===== src/rtl/noise_table_loader.sv =====
// rtl/noise_table_loader.sv - streams a dither-noise table into the noise RAM write ports
// Writes land one cycle after beat acceptance; table_valid rises only after a full, uninterrupted table.
module noise_table_loader #(
  parameter int AW = 12,
  parameter int DW = 8
) (
  input  logic          clk,
  input  logic          rst,
  input  logic          start,
  input  logic          abort,
  input  logic [DW-1:0] din,
  input  logic          din_valid,
  output logic          din_ready,
  output logic          ram_we,
  output logic [AW-1:0] ram_addr,
  output logic [DW-1:0] ram_din,
  output logic          busy,
  output logic          done,
  output logic          table_valid,
  output logic [AW:0]   load_count,
  output logic [15:0]   checksum
);

  typedef enum logic [1:0] {IDLE, LOAD, DONE} state_t;

  localparam logic [AW:0] LAST_IDX = {1'b0, {AW{1'b1}}};

  state_t state;
  logic   accept;

  // start and abort take precedence over data, so no beat is taken in those cycles.
  assign din_ready = (state == LOAD) && !start && !abort;
  assign accept    = din_valid && din_ready;

  always_ff @(posedge clk) begin
    if (rst) begin
      state       <= IDLE;
      ram_we      <= 1'b0;
      ram_addr    <= '0;
      ram_din     <= '0;
      done        <= 1'b0;
      busy        <= 1'b0;
      table_valid <= 1'b0;
      load_count  <= '0;
      checksum    <= '0;
    end else begin
      ram_we <= 1'b0;
      done   <= 1'b0;

      if (accept) begin
        ram_we     <= 1'b1;
        ram_addr   <= load_count[AW-1:0];
        ram_din    <= din;
        load_count <= load_count + 1'b1;
        checksum   <= checksum + 16'(din);
      end

      if (start) begin
        state       <= LOAD;
        busy        <= 1'b1;
        load_count  <= '0;
        checksum    <= '0;
        table_valid <= 1'b0;
      end else if (abort && state != IDLE) begin
        state       <= IDLE;
        busy        <= 1'b0;
        table_valid <= 1'b0;
      end else begin
        case (state)
          LOAD: begin
            if (accept && load_count == LAST_IDX) begin
              state <= DONE;
              done  <= 1'b1;
            end
          end
          DONE: begin
            state       <= IDLE;
            busy        <= 1'b0;
            table_valid <= 1'b1;
          end
          default: state <= IDLE;
        endcase
      end
    end
  end

endmodule


===== config.mk =====
export PLATFORM = sky130hd
export DESIGN_NAME = noise_table_loader
export DESIGN_NICKNAME = d
export VERILOG_FILES = /design/src/rtl/noise_table_loader.sv
export SDC_FILE = /design/constraint.sdc
export NUM_CORES = 1
export LEC_CHECK = 0
export ABC_AREA = 1
export CAP_MARGIN = 10
export CORE_ASPECT_RATIO = 1.1
export CORE_MARGIN = 10
export CORE_UTILIZATION = 47
export CTS_BUF_LIST = sky130_fd_sc_hd__clkbuf_2 sky130_fd_sc_hd__clkbuf_4 sky130_fd_sc_hd__clkbuf_8
export CTS_CLUSTER_SIZE = 30
export DETAILED_ROUTE_END_ITERATION = 10
export GPL_ROUTABILITY_DRIVEN = 0
export PLACE_DENSITY = 0.77
export SLEW_MARGIN = 10
export SYNTH_ARGS = -nofsm -noshare
export SYNTH_HDL_FRONTEND = slang
export SYNTH_SLANG_ARGS = --single-unit

===== constraint.sdc =====
create_clock -name clk -period 4.36 [get_ports clk]
set_clock_uncertainty 0.05 [all_clocks]
set_input_delay 0.872 -clock clk [delete_from_list [all_inputs] [get_ports clk]]
set_output_delay 0.872 -clock clk [all_outputs]
set_load 0.02 [all_outputs]

==> results of run 1 <==
through the flow:
| stage | worst slack [ns] | utilization | hold slack, ns |
|---|---|---|---|
| 2_1_floorplan | 2.08 | - | 0.485 |
| 3_3_place_gp | 1.06 | 0.604 | 0.402 |
| 3_5_place_dp | 1.01 | 0.604 | 0.406 |
| 4_1_cts | 1.00 | 0.621 | 0.422 |
| 5_1_grt | 0.904 | 0.621 | 0.445 |
| 6_report | 1.00 | 0.621 | 0.419 |
cells in the mapped netlist:
| master | n | area, µm² |
|---|---|---|
| o21a_1 | 6 | 45.0 |
| a21oi_1 | 33 | 165 |
| nand3b_2 | 1 | 11.3 |
| o21ai_0 | 13 | 65.1 |
| a31oi_1 | 1 | 6.26 |
| nand4_1 | 2 | 12.5 |
| nand3_4 | 1 | 17.5 |
| inv_1 | 39 | 146 |
| clkbuf_1 | 4 | 15.0 |
| clkinv_1 | 1 | 3.75 |
| nand3_1 | 34 | 170 |
| nor3_4 | 1 | 16.3 |
| inv_2 | 2 | 7.51 |
| ha_1 | 9 | 113 |
| nand2_2 | 11 | 68.8 |
| nor3b_1 | 2 | 15.0 |
| nand2_1 | 89 | 334 |
| o21bai_1 | 1 | 7.51 |
| buf_6 | 2 | 22.5 |
| a21o_1 | 2 | 15.0 |
| xnor2_1 | 2 | 17.5 |
| o211ai_1 | 1 | 7.51 |
| buf_2 | 6 | 30.0 |
| dfxtp_1 | 55 | 1100 |
| a21oi_2 | 11 | 96.3 |
| fa_1 | 1 | 20.0 |
| xor2_1 | 2 | 17.5 |
| nor2_4 | 2 | 22.5 |
| nor3_1 | 3 | 15.0 |
| nor2_1 | 34 | 128 |
| nor2_2 | 3 | 18.8 |
sequential cells by signal, summed over array words and instances, names as in the netlist:
| signal | cells |
|---|---|
| checksum | 16 |
| load_count | 13 |
| ram_addr | 12 |
| ram_din | 8 |
| state | 2 |
| busy | 1 |
| done | 1 |
| ram_we | 1 |
| table_valid | 1 |
logic make-up after synthesis:
kind of cell	count (synthesis)	share of synthesized area
and+or+nand+nor	183	0.304
buffers and inverters	54	0.0825
xor gates and xnor gates	4	0.0128
DFF	55	0.403
adders and majority gates	10	0.0486
AOI/OAI and AO/OA	68	0.149
path summary, 6_finish.rpt:
kind | cells past startpoint | end | start | slack, ns
worst max register to register | 8 | checksum[4]$_SDFFE_PP0P_ | state[0]$_SDFFE_PP0P_ | 2.25
worst min register to register | 2 | ram_din[7]$_SDFFE_PP0P_ | ram_din[7]$_SDFFE_PP0P_ | 0.42
worst max-delay path | 5 | din_ready | abort | 1.00
worst min-delay path | 2 | ram_din[7]$_SDFFE_PP0P_ | ram_din[7]$_SDFFE_PP0P_ | 0.42
layout make-up:
cell class	count	area (µm²)	area share
sequential	55	1100	0.311
timing repair buffer	69	683	0.193
inverter	42	158	0.0445
multi-input combinational	265	1410	0.397
clock inverter	3	27.5	0.00778
clock buffer	5	68.8	0.0194
tap	77	96.3	0.0272
power groups by stage:
stage | Sequential [mW] | Clock [mW] | Combinational (mW)
floorplan | 0.528 | 0 | 0.0382
global placement | 0.522 | 0 | 0.0765
detailed placement | 0.522 | 0 | 0.0777
CTS | 0.511 | 0.309 | 0.0783
global route | 0.511 | 0.329 | 0.0858
finish | 0.510 | 0.301 | 0.0777
worst max-delay path: cells and delay by family:
family	cells	cell delay (ns)
buf+inv	3	1.24
simple gates	2	0.32
layer usage:
metal | share of wire | routed length (µm)
met5 | 0 | 0
met1 | 0.46 | 3130
met4 | 0.013 | 88
met3 | 0.074 | 511
met2 | 0.46 | 3130
==> run metrics, run 1 <==
outcome finished, final reports clean; Syn Area/Cell 7.30 µm²; FILL cells 548; worst-case vdd ir drop 147 µV; Top Usage Layer GRT met2; RSZ-0062 raised after global routing false; dpl cell area 0.00344 mm²; Worst EP arrival 2.44 ns; Worst setup SP type input pin; cts repair resizes 0; vias in the first global route 2438; dpl cells 508; initial antenna violation count 0; cts hold-fix bufs 0; Critical Path End Type output pin; met2 usage 0.241; Period Utilization, post-route 0.770; # DRC 0; Die X-Extent 92.7 µm; Req. time, crit path 3.44 ns; Die Ht 100 µm; Tightest Hold Check Type flop to flop; Slew @ Worst Pin 0.642 ns; Clk Tree Root Cell clkbuf_8; Syn Inst Count 374; vias per inst 4.98; combinational share of power 0.087; largest net degree at the start of global routing 39; Clock transition at path regs 0.10 ns; first-pass GRT wire length 11400 µm; via count 2572; Routed Antenna Nets 0; Switching Share 0.259; WS Path Type input pin to output pin; clock latency on the worst-skew pair 0.31 ns; total CTS buffers 5; DRT Wirelength 6870 µm; Slowest cell on crit path clkdlybuf4s50_1; Internal Power 0.659 mW; core area 0.00570 mm²; GR Util met1 0.175; Clock H-tree levels 2; met3 Use GR 0.0507; layout cells sized above 1 0.0979; Final Setup Violations 0; Syn Nets 397; max incr delay on CP 0.67 ns; Initial Utilization 0.479; register area share after synthesis 0.403; Iter 0 DRT Violations 110; number of diodes 0; crit path time final 3.36 ns; Layout area overhead 29.6%; num ports 67; clk sink count 55; detailed placement HPWL 5110 µm; GRT Residual Overflow 0; sequential share of power 0.574; slew margin rel. 0.571; Slew Limit Fails 0; flops & latches, synth 55; commonest non-fill, non-tap cell in the layout nand2_1; Synth cell types 31; CP most frequent cell clkdlybuf4s50_1; post-CTS setup buffers 0; Crit Path Max Fanout 4; # rows 29; post-route cell area 0.00354 mm²; P_sw 0.231 mW; power per cell area 251 mW/mm²; final std cells w/o fill 516; die area 0.00926 mm²; Clk pwr share 0.339; input/output buffers 66; FMAX 298 MHz; setup TNS 0 ns; mapped cell area 0.00273 mm²; drt first pass iters 4; nets 461; CTS tree built; crit-path cells clkdlybuf4s50_1, inv_1, nand2_1, nor2_1, clkdlybuf4s50_1; Leak 1.38 nW; YS warnings 0; WL/cell 13.3 µm; endpoints failing hold 0; clock buffer depth 2; total power 0.890 mW; max-cap violations 0; all-layer global routing usage 0.145; most frequent cells in the layout 89 x nand2_1, 66 x clkdlybuf4s50_1, 55 x dfxtp_1
Note: power is estimated with default switching activity, not from simulation.
==> inputs of run 2 (changes only) <==
==> constraint.sdc (replaced) <==
create_clock -name clk -period 3.3 [get_ports clk]
set_clock_uncertainty 0.05 [all_clocks]
set_input_delay 0.66 -clock clk [delete_from_list [all_inputs] [get_ports clk]]
set_output_delay 0.66 -clock clk [all_outputs]
set_load 0.02 [all_outputs]
==> run metrics, run 2 (synthesis results as in run 1) <==
critical path buffer and inverter count 3 (unchanged); power per cell area 331 mW/mm² (+32%); Iter 0 DRT Violations 108 (-1.8%); number of diodes 0 (unchanged); # DRC 0 (unchanged); total CTS buffers 5 (unchanged); clk sink count 55 (unchanged); max-cap violations 0 (unchanged); Initial Utilization 0.479 (unchanged); first-pass GRT wire length 11700 µm (+3.2%); Worst EP arrival 2.21 ns (-0.23 ns); die area 0.00926 mm² (unchanged); Setup WS pre-CTS 0.402 ns (-0.612 ns); Critical Path End Type output pin; crit path time final 2.92 ns; nets 463 (+0.43%); Crit Path Max Fanout 4 (unchanged); Slew Limit Fails 0 (unchanged); DRT Wirelength 6980 µm (+1.7%); Worst setup SP type input pin; WS Path Type input pin to output pin; dpl cell area 0.00346 mm² (+0.44%); Biggest register checksum; most frequent cells in the layout 89 x nand2_1, 66 x clkdlybuf4s50_1, 55 x dfxtp_1; Die X-Extent 92.7 µm (unchanged); WL/cell 13.5 µm (+1.3%); GRT Residual Overflow 0 (unchanged); core area 0.00570 mm² (unchanged); num ports 67 (unchanged); Die Ht 100 µm (unchanged); largest net degree at the start of global routing 30 (-23%); # rows 29 (unchanged); Slew @ Worst Pin 0.442 ns (-0.200 ns); Largest delay share family, worst path buffers and inverters; RSZ-0062 raised after global routing false; fin worst setup slack 0.378 ns (-0.623 ns); Routed Antenna Nets 0 (unchanged); cts hold-fix bufs 0 (unchanged); vias in the first global route 2450 (+0.49%); initial antenna violation count 0 (unchanged); Clock H-tree levels 2 (unchanged); Final Setup Violations 0 (unchanged); cts repair resizes 0 (unchanged); Clk Tree Root Cell clkbuf_8; via count 2612 (+1.6%); layout cells sized above 1 0.102 (+0.00409); detailed placement HPWL 5230 µm (+2.5%); CP most frequent cell clkdlybuf4s50_1; input/output buffers 66 (unchanged); Layout area overhead 30.1%; CTS tree built; Slowest cell on crit path clkdlybuf4s50_1; post-CTS setup buffers 0 (unchanged); setup TNS 0 ns (unchanged); outcome finished, final reports clean; clock buffer depth 2 (unchanged); slew margin rel. 0.705 (+0.133); endpoints failing hold 0 (unchanged); max FFs per register 16 (unchanged); max incr delay on CP 0.67 ns (about the same); Req. time, crit path 2.59 ns (-0.85 ns); Tightest Hold Check Type flop to flop; drt first pass iters 4 (unchanged); biggest regs checksum: 16 flops, load_count: 13 flops, ram_addr: 12 flops; Leak 1.39 nW (+0.70%); R2R Setup Slk 1.44 ns (-0.81 ns); FMAX 342 MHz; Clock transition at path regs 0.10 ns (about the same); worst-case vdd ir drop 216 µV (+46%); clock latency on the worst-skew pair 0.32 ns (about the same); crit-path cells clkdlybuf4s50_1, inv_1, nand2_1, nor2_1, clkdlybuf4s50_1; commonest non-fill, non-tap cell in the layout nand2_1; all-layer global routing usage 0.152 (+0.00680); post-route cell area 0.00355 mm² (+0.42%); vias per inst 5.04 (+1.2%); Period Utilization, post-route 0.885
==> run 2: cell count changes in the layout (fill, tap and decap cells not counted) <==
cell   delta
buf_4     +2
==> run 2: per-stage QoR <==
stage | cells | power, mW | utilization | hold slack [ns]
4_1_cts | 518 | 1.19 | 0.624 | 0.425
3_5_place_dp | 510 | 0.793 | 0.607 | 0.409
6_report | 518 | 1.18 | 0.624 | 0.420
3_3_place_gp | 510 | 0.791 | 0.607 | 0.403
5_1_grt | 518 | 1.22 | 0.624 | 0.448
2_1_floorplan | 374 | 0.748 | - | 0.485
==> run 2: worst paths after layout <==
path | from | to | cells past startpoint
min | busy$_SDFFE_PP0P_ | busy$_SDFFE_PP0P_ | 2
max reg2reg | checksum[0]$_SDFFE_PP0P_ | checksum[12]$_SDFFE_PP0P_ | 8
max | abort | din_ready | 5
min reg2reg | busy$_SDFFE_PP0P_ | busy$_SDFFE_PP0P_ | 2
==> run 2: worst min-delay path: stages, from the launching register on <==
cell     delay (ns)
dfxtp_1        0.32
nand3_1        0.07
nand2_1        0.04
==> run 2: layout make-up <==
class,instances,area (µm²)
fill,537,2140
multi-input combinational,265,1410
sequential,55,1100
timing repair buffer,71,698
inverter,42,158
tap,77,96.3
clock buffer,5,68.8
clock inverter,3,27.5
==> run 2: power breakdown <==
| group | internal [mW] | switching, mW |
|---|---|---|
| clock network | 0.158 | 0.243 |
| registers | 0.670 | 0.00402 |
| logic | 0.0427 | 0.0605 |
| total | 0.871 | 0.307 |
==> run 2: layer usage <==
metal | routed length [µm] | vias up | part of all wire | track usage
li1 | - | 1343 | - | -
met1 | 3200 | 1186 | 0.46 | 0.185
met2 | 3160 | 70 | 0.45 | 0.242
met3 | 442 | 13 | 0.063 | 0.0478
met4 | 173 | 0 | 0.025 | 0.0653
met5 | 0 | - | 0 | 0
